### config.mk
export PLATFORM = sky130hd
export DESIGN_NAME = interrupt_sequencer_flat
export DESIGN_NICKNAME = d
export VERILOG_FILES = /design/src/rtl/interrupt_sequencer_if.sv /design/src/rtl/interrupt_sequencer.sv /design/src/flat_wrapper.sv
export SDC_FILE = /design/constraint.sdc
export NUM_CORES = 1
export LEC_CHECK = 0
export CORE_MARGIN = 2
export CORE_UTILIZATION = 35
export DETAILED_ROUTE_END_ITERATION = 12
export PLACE_DENSITY_LB_ADDON = 0.15
export SETUP_SLACK_MARGIN = 0.3
export SLEW_MARGIN = 30
export SYNTH_ARGS = -nofsm -noshare
export SYNTH_HDL_FRONTEND = slang
export SYNTH_SLANG_ARGS = --single-unit
### constraint.sdc
create_clock -name clk -period 4 [get_ports clk]
set_input_delay 0.8 -clock clk [delete_from_list [all_inputs] [get_ports clk]]
set_output_delay 0.8 -clock clk [all_outputs]
set_load 0.005 [all_outputs]
### src/rtl/interrupt_sequencer_if.sv
// Bundle of controller, PC-path and status signals for interrupt_sequencer.
// The master modport drives the sequencer inputs; the slave modport is the sequencer itself.
interface interrupt_sequencer_if #(
   parameter int AW    = 10,
   parameter int DEPTH = 4
);
   localparam int DW = $clog2(DEPTH) + 1;

   logic          s_interruption;
   logic [AW-1:0] dir_in;
   logic [AW-1:0] pc_next;
   logic          pc_en;
   logic          instr_reti;
   logic          flag_z_in;
   logic          pc_load;
   logic [AW-1:0] pc_target;
   logic          stall;
   logic          s_finished;
   logic          in_isr;
   logic [DW-1:0] depth;
   logic          stack_err;
   logic          flag_z_out;
   logic          flag_restore;

   modport master (
      output s_interruption, dir_in, pc_next, pc_en, instr_reti, flag_z_in,
      input  pc_load, pc_target, stall, s_finished, in_isr, depth, stack_err,
             flag_z_out, flag_restore
   );

   modport slave (
      input  s_interruption, dir_in, pc_next, pc_en, instr_reti, flag_z_in,
      output pc_load, pc_target, stall, s_finished, in_isr, depth, stack_err,
             flag_z_out, flag_restore
   );
endinterface

### src/rtl/interrupt_sequencer.sv
// CPU-side interrupt entry/return sequencer with a LIFO return-address stack.
// Optional macro ISEQ_SAVE_FLAGS_EN: also stacks and restores the ALU zero flag.
module interrupt_sequencer #(
   parameter int AW    = 10,
   parameter int DEPTH = 4
) (
   input logic                  clk,
   input logic                  reset,
   interrupt_sequencer_if.slave bus
);
   localparam int DW = $clog2(DEPTH) + 1;
   localparam int IW = $clog2(DEPTH);
`ifdef ISEQ_SAVE_FLAGS_EN
   localparam int EW = AW + 1;
`else
   localparam int EW = AW;
`endif

   typedef enum logic [2:0] {
      S_IDLE,
      S_SAVE,
      S_VECTOR,
      S_ISR,
      S_RETURN
   } state_t;

   state_t        r_state;
   state_t        w_state_nxt;
   logic          r_pending;
   logic [AW-1:0] r_vec;
   logic [DW-1:0] r_depth;
   logic          r_stack_err;
   logic [EW-1:0] r_stack [DEPTH];

   logic          w_full;
   logic          w_empty;
   logic          w_take;
   logic          w_push;
   logic          w_pop;
   logic          w_err_set;
   logic [IW-1:0] w_wr_idx;
   logic [IW-1:0] w_rd_idx;
   logic [EW-1:0] w_entry;
   logic [EW-1:0] w_top;

   logic          w_pc_load;
   logic [AW-1:0] w_pc_target;
   logic          w_stall;
   logic          w_finished;
   logic          w_in_return;

   assign w_full   = (r_depth == DW'(DEPTH));
   assign w_empty  = (r_depth == '0);
   // Only meaningful when not full; when full the index wraps to 0, which is
   // exactly what makes w_rd_idx land on the top slot (DEPTH-1).
   assign w_wr_idx = r_depth[IW-1:0];
   assign w_rd_idx = w_wr_idx - IW'(1);
   assign w_top    = r_stack[w_rd_idx];

`ifdef ISEQ_SAVE_FLAGS_EN
   assign w_entry = {bus.flag_z_in, bus.pc_next};
`else
   assign w_entry = bus.pc_next;
`endif

   // State register.
   always_ff @(posedge clk or negedge reset) begin
      if (!reset) begin
         r_state <= S_IDLE;
      end else begin
         // NOTE: sequential state always uses non-blocking assignment so every
         // flop samples pre-edge values regardless of block ordering.
         r_state <= w_state_nxt;
      end
   end

   always_comb begin
      // NOTE: every combinational output gets a default before the case so no
      // path leaves a signal unassigned and a latch is inferred.
      w_state_nxt = r_state;
      w_take      = 1'b0;
      w_push      = 1'b0;
      w_pop       = 1'b0;
      w_err_set   = 1'b0;
      w_pc_load   = 1'b0;
      w_pc_target = '0;
      w_stall     = 1'b0;
      w_finished  = 1'b0;
      w_in_return = 1'b0;

      unique case (r_state)
         S_IDLE: begin
            if (bus.pc_en) begin
               if (bus.instr_reti) w_err_set = 1'b1;
               if (r_pending) begin
                  w_state_nxt = S_SAVE;
                  w_take      = 1'b1;
               end
            end
         end
         S_ISR: begin
            // A reti at the same boundary wins; the pending request waits.
            if (bus.pc_en) begin
               if (bus.instr_reti) begin
                  w_state_nxt = S_RETURN;
               end else if (r_pending) begin
                  w_state_nxt = S_SAVE;
                  w_take      = 1'b1;
               end
            end
         end
         S_SAVE: begin
            w_stall = 1'b1;
            if (w_full) begin
               // Dropped request; a full stack can only mean we came from ISR.
               w_err_set   = 1'b1;
               w_finished  = 1'b1;
               w_state_nxt = S_ISR;
            end else begin
               w_push      = 1'b1;
               w_state_nxt = S_VECTOR;
            end
         end
         S_VECTOR: begin
            w_stall     = 1'b1;
            w_pc_load   = 1'b1;
            w_pc_target = r_vec;
            w_state_nxt = S_ISR;
         end
         S_RETURN: begin
            w_stall     = 1'b1;
            w_pc_load   = 1'b1;
            w_pc_target = w_top[AW-1:0];
            w_finished  = 1'b1;
            w_in_return = 1'b1;
            if (w_empty) begin
               w_err_set   = 1'b1;
               w_state_nxt = S_IDLE;
            end else begin
               w_pop       = 1'b1;
               w_state_nxt = (r_depth > DW'(1)) ? S_ISR : S_IDLE;
            end
         end
         default: begin
            w_state_nxt = S_IDLE;
         end
      endcase
   end

   // Request latch: a new request always wins over the clear on service.
   always_ff @(posedge clk or negedge reset) begin
      if (!reset) begin
         r_pending <= 1'b0;
         r_vec     <= '0;
      end else if (bus.s_interruption) begin
         r_pending <= 1'b1;
         r_vec     <= bus.dir_in;
      end else if (w_take) begin
         r_pending <= 1'b0;
      end
   end

   always_ff @(posedge clk or negedge reset) begin
      if (!reset) begin
         r_depth     <= '0;
         r_stack_err <= 1'b0;
      end else begin
         if (w_push)         r_depth <= r_depth + DW'(1);
         else if (w_pop)     r_depth <= r_depth - DW'(1);
         if (w_err_set)      r_stack_err <= 1'b1;
      end
   end

   // NOTE: the stack storage has no reset; occupancy is tracked by r_depth, so
   // stale entries are never read and clearing the array would only cost reset fan-out.
   always_ff @(posedge clk) begin
      if (w_push) r_stack[w_wr_idx] <= w_entry;
   end

   assign bus.pc_load    = w_pc_load;
   assign bus.pc_target  = w_pc_target;
   assign bus.stall      = w_stall;
   assign bus.s_finished = w_finished;
   assign bus.in_isr     = !w_empty;
   assign bus.depth      = r_depth;
   assign bus.stack_err  = r_stack_err;

`ifdef ISEQ_SAVE_FLAGS_EN
   assign bus.flag_z_out   = w_in_return & w_top[EW-1];
   assign bus.flag_restore = w_in_return;
`else
   logic w_unused_flags;
   assign w_unused_flags   = bus.flag_z_in ^ w_in_return;
   assign bus.flag_z_out   = 1'b0;
   assign bus.flag_restore = 1'b0;
`endif
endmodule
### src/flat_wrapper.sv
// flat-port wrapper written by rule: the top's interface ports become plain ports
module interrupt_sequencer_flat 
#(
   parameter int AW    = 10,
   parameter int DEPTH = 4
)
  (clk, reset, bus_s_interruption, bus_dir_in, bus_pc_next, bus_pc_en, bus_instr_reti, bus_flag_z_in, bus_pc_load, bus_pc_target, bus_stall, bus_s_finished, bus_in_isr, bus_depth, bus_stack_err, bus_flag_z_out, bus_flag_restore);
  interrupt_sequencer_if #(.AW(AW), .DEPTH(DEPTH)) bus_i ();
  input logic clk;
  input logic reset;
  input wire logic [$bits(bus_i.s_interruption)-1:0] bus_s_interruption;
  input wire logic [$bits(bus_i.dir_in)-1:0] bus_dir_in;
  input wire logic [$bits(bus_i.pc_next)-1:0] bus_pc_next;
  input wire logic [$bits(bus_i.pc_en)-1:0] bus_pc_en;
  input wire logic [$bits(bus_i.instr_reti)-1:0] bus_instr_reti;
  input wire logic [$bits(bus_i.flag_z_in)-1:0] bus_flag_z_in;
  output wire logic [$bits(bus_i.pc_load)-1:0] bus_pc_load;
  output wire logic [$bits(bus_i.pc_target)-1:0] bus_pc_target;
  output wire logic [$bits(bus_i.stall)-1:0] bus_stall;
  output wire logic [$bits(bus_i.s_finished)-1:0] bus_s_finished;
  output wire logic [$bits(bus_i.in_isr)-1:0] bus_in_isr;
  output wire logic [$bits(bus_i.depth)-1:0] bus_depth;
  output wire logic [$bits(bus_i.stack_err)-1:0] bus_stack_err;
  output wire logic [$bits(bus_i.flag_z_out)-1:0] bus_flag_z_out;
  output wire logic [$bits(bus_i.flag_restore)-1:0] bus_flag_restore;
  assign bus_i.s_interruption = bus_s_interruption;
  assign bus_i.dir_in = bus_dir_in;
  assign bus_i.pc_next = bus_pc_next;
  assign bus_i.pc_en = bus_pc_en;
  assign bus_i.instr_reti = bus_instr_reti;
  assign bus_i.flag_z_in = bus_flag_z_in;
  assign bus_pc_load = bus_i.pc_load;
  assign bus_pc_target = bus_i.pc_target;
  assign bus_stall = bus_i.stall;
  assign bus_s_finished = bus_i.s_finished;
  assign bus_in_isr = bus_i.in_isr;
  assign bus_depth = bus_i.depth;
  assign bus_stack_err = bus_i.stack_err;
  assign bus_flag_z_out = bus_i.flag_z_out;
  assign bus_flag_restore = bus_i.flag_restore;
  interrupt_sequencer #(.AW(AW), .DEPTH(DEPTH)) u_core (.clk(clk), .reset(reset), .bus(bus_i));
endmodule
==> results of run 1 <==
## state kept, by name, indices dropped and copies added, names as in the netlist
name,cells
u_core.r_stack,40
u_core.r_vec,10
u_core.bus.depth,3
u_core.r_state,3
u_core.bus.stack_err,1
u_core.r_pending,1
## cells by family (layout without fill, tap and decap cells)
group	after synthesis	in the layout	share of synthesized area, %
AO/OA/AOI/OAI	28	28	8.40
XOR/XNOR	1	1	0.340
buffers and inverters	15	62	3.35
AND/OR/NAND/NOR	38	38	7.77
adder cells (fa/ha/maj)	5	5	2.43
other	1	2	0.145
multiplexers	21	21	13.5
flip-flops	58	58	64.1
## layer usage
layer	GRT usage, %	vias to the layer above
met2	21.3	42
met4	6.41	0
met3	4.61	5
met5	0	-
met1	16.8	761
li1	-	723
## final timing paths
path | slack, ns | end | startpoint
max | 0.52 | bus_pc_target[7] | u_core.bus.depth[1]
min in group clk | 0.48 | u_core.bus.stack_err | u_core.bus.stack_err
max in group asynchronous | 3.30 | u_core.r_pending | reset
min | 0.41 | u_core.r_vec[5] | reset
max reg2reg | 1.93 | u_core.r_stack[0][7] | u_core.r_state[0]
min reg2reg | 0.48 | u_core.bus.stack_err | u_core.bus.stack_err
## cells in the final DEF (no fill, tap or decap), drive strengths merged, types with 2 or more instances in the layout
cell type,count
edfxtp,40
clkinv,3
dfrtp,18
nand2,6
inv,3
o21ai,4
buf,2
conb,2
ha,5
clkinvlp,3
a21oi,3
clkdlybuf4s50,41
a22oi,10
and2,3
mux2,10
nand2b,2
o211ai,2
nand3,4
clkbuf,9
mux4,10
nor2,15
a21o,2
## Yosys cell counts (all sizes together) (2+ instances only)
cell type	number
edfxtp	40
dfrtp	18
nor2	15
a22oi	10
mux2	10
mux4	10
buf	7
nand2	6
clkbuf	5
ha	5
nand3	4
o21ai	4
a21oi	3
and2	3
inv	3
a21o	2
nand2b	2
o211ai	2
## power by group through the flow
stage | clock network [mW] | registers, mW | logic [mW]
2_1_floorplan | 0 | 0.792 | 0.549
3_3_place_gp | 0 | 0.836 | 0.777
3_5_place_dp | 0 | 0.842 | 0.798
4_1_cts | 0.535 | 0.830 | 0.800
5_1_grt | 0.560 | 0.845 | 0.859
6_report | 0.520 | 0.830 | 0.780
## per-stage QoR
stage / util, % / total power, mW / worst slack, ns
final: 45.3 / 2.13 / 0.518
after global routing: 45.3 / 2.26 / 0.330
after CTS: 45.4 / 2.16 / 0.444
after detailed placement: 42.7 / 1.64 / 0.812
after global placement: 42.6 / 1.61 / 0.884
after floorplan: - / 1.34 / 1.42
## final cells by class
class,count,share of cell area (%)
Clock buffer,9,3.81
Clock inverter,7,2.16
Inverter,3,0.347
Multi-Input combinational cell,95,26.0
Sequential cell,58,50.8
Tap cell,99,3.81
Timing Repair Buffer,43,13.0
==> impl_metrics.env, run 1 <==
export IMPL_crit_chain="inv_1 -> ha_1 -> mux4_2 -> a22oi_1 -> nor2_1 -> clkdlybuf4s50_1"
export IMPL_reg2reg_depth=2
export IMPL_power_switching_mw=0.691
export IMPL_whs_ns=0.408
export IMPL_avgSynthCellArea_um2=15.4
export IMPL_swShare_pct=32.4
export IMPL_yosysTopAreaCellShare_pct=46.6
export IMPL_syn_area_um2=2580
export IMPL_n_antenna_cell=0
export IMPL_wl_met3_um=281
export IMPL_combinationalPowerShare_pct=36.6
export IMPL_drc=0
export IMPL_holdBufCountCts=0
export IMPL_final_cells=314
export IMPL_syn2layout_area_growth_pct=26.1
export IMPL_fmax_ghz=0.287
export IMPL_start_util_pct=35.9
export IMPL_grt_pass1_vias=1603
export IMPL_maxCapViolCount=0
export IMPL_p_clk_share_pct=24.4
export IMPL_setup_viol=0
export IMPL_routedWlPerCell_um=16.2
export IMPL_dr_pass1_iters=4
export IMPL_path_clk_slew_ns=0.07
export IMPL_gp_congestion=0.769
export IMPL_powerDensity_nw_per_um2=656
export IMPL_fin_tns_setup_ns=0
export IMPL_grt_util_all_layers_pct=13.5
export IMPL_critPathBufInv=2
export IMPL_postPlaceCellArea_um2=3060
export IMPL_clkSinkCount=58
export IMPL_tightest_slew_ns=0.760
export IMPL_seqPwrFrac_pct=39.0
export IMPL_die_area_um2=8070
export IMPL_ys_flop_type="edfxtp_1"
export IMPL_ys_types=41
export IMPL_cts_setup_buffers=0
export IMPL_grt_max_degree=23
export IMPL_outcome="completed"
export IMPL_coreArea_um2=7180
export IMPL_cpLargestDelayFamily="adder cells"
export IMPL_yosys_warnings=0
export IMPL_slew_violations=0
export IMPL_max_stage_delay_ns=0.66
export IMPL_dieHeight_um=89.8
export IMPL_fin_crit_ns=3.48
export IMPL_rsz0062_at_grt="no"
export IMPL_synth_edff_count=40
export IMPL_top_layer="met4"
export IMPL_met2_length_mm=2.45
export IMPL_hold_path_class="in2async"
export IMPL_grt_pass1_wl_mm=8.40
export IMPL_rows=31
export IMPL_crit_fanout=13
export IMPL_final_area_um2=3250
export IMPL_ys_seq_elements=58
export IMPL_slew_headroom_pct=49.2
export IMPL_endpoint_kind="output port"
export IMPL_ys_seq_area_share_pct=64.1
export IMPL_root_buffer="clkbuf_8"
export IMPL_peakVddDrop_mv=0.216
export IMPL_hpwl_mm=3.50
export IMPL_multiInputGateArea_um2=846
export IMPL_hold_viol_final=0
export IMPL_portBuffers=42
export IMPL_power_internal_mw=1.44
export IMPL_async_flop_share_pct=31.0
export IMPL_fin_nets=241
export IMPL_die_w_um=89.8
export IMPL_drive_gt1_share_pct=21.4
export IMPL_leakage_nw=1.14
export IMPL_clock_path_buffers=2
export IMPL_worstPathArrival_ns=2.68
export IMPL_cts_tree="built"
export IMPL_post_route_period_util_pct=87.1
export IMPL_via_count=1531
export IMPL_post_synth_top_area_cell="edfxtp_1"
export IMPL_postRouteAntennaNets=0
export IMPL_insertion_delay_ns=0.32
export IMPL_postSynthCellCount=167
export IMPL_placedCellCount=298
export IMPL_fillers=651
export IMPL_clock_skew_ns=0.00709
export IMPL_crit_slowest_cell="ha_1"
export IMPL_met1_length_mm=2.31
export IMPL_post_cts_resized=0
export IMPL_worstSetupPathType="reg2out"
export IMPL_cts_max_level=3
export IMPL_synth_area_leaders="edfxtp_1, dfrtp_1, mux4_2, mux2_2, a22oi_1"
export IMPL_drt_iter0_drc=58
export IMPL_cp_data_required_time_ns=3.20
export IMPL_vias_per_cell=4.88
export IMPL_antenna_found_initial=0
export IMPL_cts_made_buffers=9
export IMPL_startpoint_type="flip-flop"
export IMPL_top_level_ports=46
export IMPL_regArea_um2=1650
export IMPL_cp_depth=6
export IMPL_drt_wl_total_mm=5.09
export IMPL_gr_total_overflow=0
Power figures use the tool's default switching activity.
==> inputs of run 2 (changes only) <==
- DONT_BUFFER_PORTS: default -> 1
- clock period: 4 -> 4.21 ns (I/O delays scaled with it)
==> impl_metrics.env, run 2 (same netlist as run 1, synthesis figures left out) <==
export IMPL_hold_path_class="in2async"
export IMPL_endpoint_kind="output port"
export IMPL_portBuffers=0
export IMPL_final_cells=272
export IMPL_clkSinkCount=58
export IMPL_coreArea_um2=7180
export IMPL_worstPathArrival_ns=2.46
export IMPL_fin_nets=199
export IMPL_leakage_nw=0.997
export IMPL_maxCapViolCount=0
export IMPL_fin_tns_setup_ns=0
export IMPL_gp_congestion=0.755
export IMPL_root_buffer="clkbuf_8"
export IMPL_cts_max_level=3
export IMPL_placedCellCount=256
export IMPL_drc=0
export IMPL_powerDensity_nw_per_um2=682
export IMPL_via_count=1386
export IMPL_tightest_slew_ns=0.750
export IMPL_crit_fanout=14
export IMPL_hold_viol_final=0
export IMPL_post_cts_resized=0
export IMPL_insertion_delay_ns=0.34
export IMPL_die_area_um2=8070
export IMPL_rsz0062_at_grt="no"
export IMPL_fin_crit_ns=3.31
export IMPL_drt_iter0_drc=72
export IMPL_gr_total_overflow=0
export IMPL_grt_max_degree=23
export IMPL_dr_pass1_iters=7
export IMPL_die_w_um=89.8
export IMPL_start_util_pct=35.9
export IMPL_final_core_utilization_pct=39.9
export IMPL_layout_cells_most_common="edfxtp_1"
export IMPL_cts_made_buffers=9
export IMPL_cp_data_required_time_ns=3.37
export IMPL_slew_headroom_pct=49.8
export IMPL_path_clk_slew_ns=0.07
export IMPL_fillers=658
export IMPL_hpwl_mm=3.43
export IMPL_dieHeight_um=89.8
export IMPL_grt_pass1_wl_mm=8.19
export IMPL_vias_per_cell=5.10
export IMPL_holdBufCountCts=0
export IMPL_clock_skew_ns=0.00465
export IMPL_antenna_found_initial=0
export IMPL_grt_pass1_vias=1479
export IMPL_final_area_um2=2870
export IMPL_layout_common_cells="edfxtp_1, dfrtp_1, nor2_1"
export IMPL_grt_util_all_layers_pct=13.6
export IMPL_crit_slowest_cell="ha_1"
export IMPL_worstSetupPathType="reg2out"
export IMPL_post_route_period_util_pct=78.5
export IMPL_clock_path_buffers=2
export IMPL_reg_largest_list="u_core.r_stack x40, u_core.r_vec x10"
export IMPL_cts_tree="built"
export IMPL_setup_viol=0
export IMPL_startpoint_type="flip-flop"
export IMPL_top_level_ports=46
export IMPL_top_register="u_core.r_stack"
export IMPL_cts_setup_buffers=0
export IMPL_routedWlPerCell_um=18.3
export IMPL_largest_register_ffs=40
export IMPL_n_antenna_cell=0
export IMPL_postPlaceCellArea_um2=2640
export IMPL_drive_gt1_share_pct=26.6
export IMPL_postRouteAntennaNets=0
export IMPL_slew_violations=0
export IMPL_fmax_ghz=0.302
export IMPL_max_stage_delay_ns=0.68
export IMPL_rows=31
export IMPL_peakVddDrop_mv=0.149
export IMPL_syn2layout_area_growth_pct=11.2
export IMPL_crit_chain="buf_4 -> inv_1 -> ha_1 -> mux4_2 -> a22oi_1 -> nor2_1"
export IMPL_outcome="completed"
export IMPL_drt_wl_total_mm=4.97
run 2: cell types whose count changed in the layout (fill, tap and decap cells not counted), sizes merged:
| cell | before | now |
|---|---|---|
| clkinvlp | 3 | 1 |
| bufinv | 1 | 2 |
| inv | 3 | 4 |
| buf | 2 | 1 |
| clkdlybuf4s50 | 41 | 0 |
run 2: worst max-delay path: cells and delay by family, from the launching register on:
| family | cells | cell delay (ns) |
|---|---|---|
| AOI/OAI and AO/OA | 1 | 0.17 |
| DFF | 1 | 0.32 |
| adders and majority gates | 1 | 0.68 |
| buffers and inverters | 2 | 0.43 |
| muxes | 1 | 0.43 |
| and+or+nand+nor | 1 | 0.08 |
run 2: report_power, final:
part | internal, mW | leakage, nW | switching (mW)
logic | 0.264 | 0.317 | 0.318
registers | 0.706 | 0.570 | 0.0851
clock network | 0.338 | 0.110 | 0.244
total | 1.31 | 0.997 | 0.647
run 2: path summary, 6_finish.rpt:
check                                     start                    to  slack, ns  cells after the start
max                         u_core.bus.depth[0]      bus_pc_target[9]       0.90                      6
min reg2reg                u_core.bus.stack_err  u_core.bus.stack_err       0.50                      1
max in group asynchronous                 reset       u_core.r_vec[9]       3.95                      0
min in group clk           u_core.bus.stack_err  u_core.bus.stack_err       0.50                      1
min                                       reset       u_core.r_vec[5]       0.19                      0
max reg2reg                 u_core.bus.depth[0]  u_core.r_stack[0][4]       1.94                      5
run 2: layout make-up:
type / instances / area [µm²] / area share, %
inverters: 3 / 11.3 / 0.393
flip-flops and latches: 58 / 1650 / 57.6
repair buffers: 1 / 7.51 / 0.262
clock inverters: 7 / 103 / 3.58
multi-input cells: 95 / 846 / 29.5
well taps: 99 / 124 / 4.32
clock buffers: 9 / 124 / 4.32
run 2: stage by stage:
| stage | power [mW] | hold WS, ns | setup WS, ns |
|---|---|---|---|
| 6_report | 1.95 | 0.190 | 0.904 |
| 3_3_place_gp | 1.39 | 0.484 | 1.20 |
| 2_1_floorplan | 1.27 | 0.461 | 1.59 |
| 3_5_place_dp | 1.40 | 0.489 | 1.21 |
| 4_1_cts | 1.98 | 0.172 | 0.826 |
| 5_1_grt | 2.07 | 0.168 | 0.687 |
run 2: per-layer routing:
layer  GRT usage (%)  part of all wire [%]  vias to the layer above
met2            20.4                    47                       44
met1            16.1                    41                      698
met5               0                     0                        -
li1                -                     -                      634
met4            6.15                   2.1                        0
met3            7.29                   9.9                       10
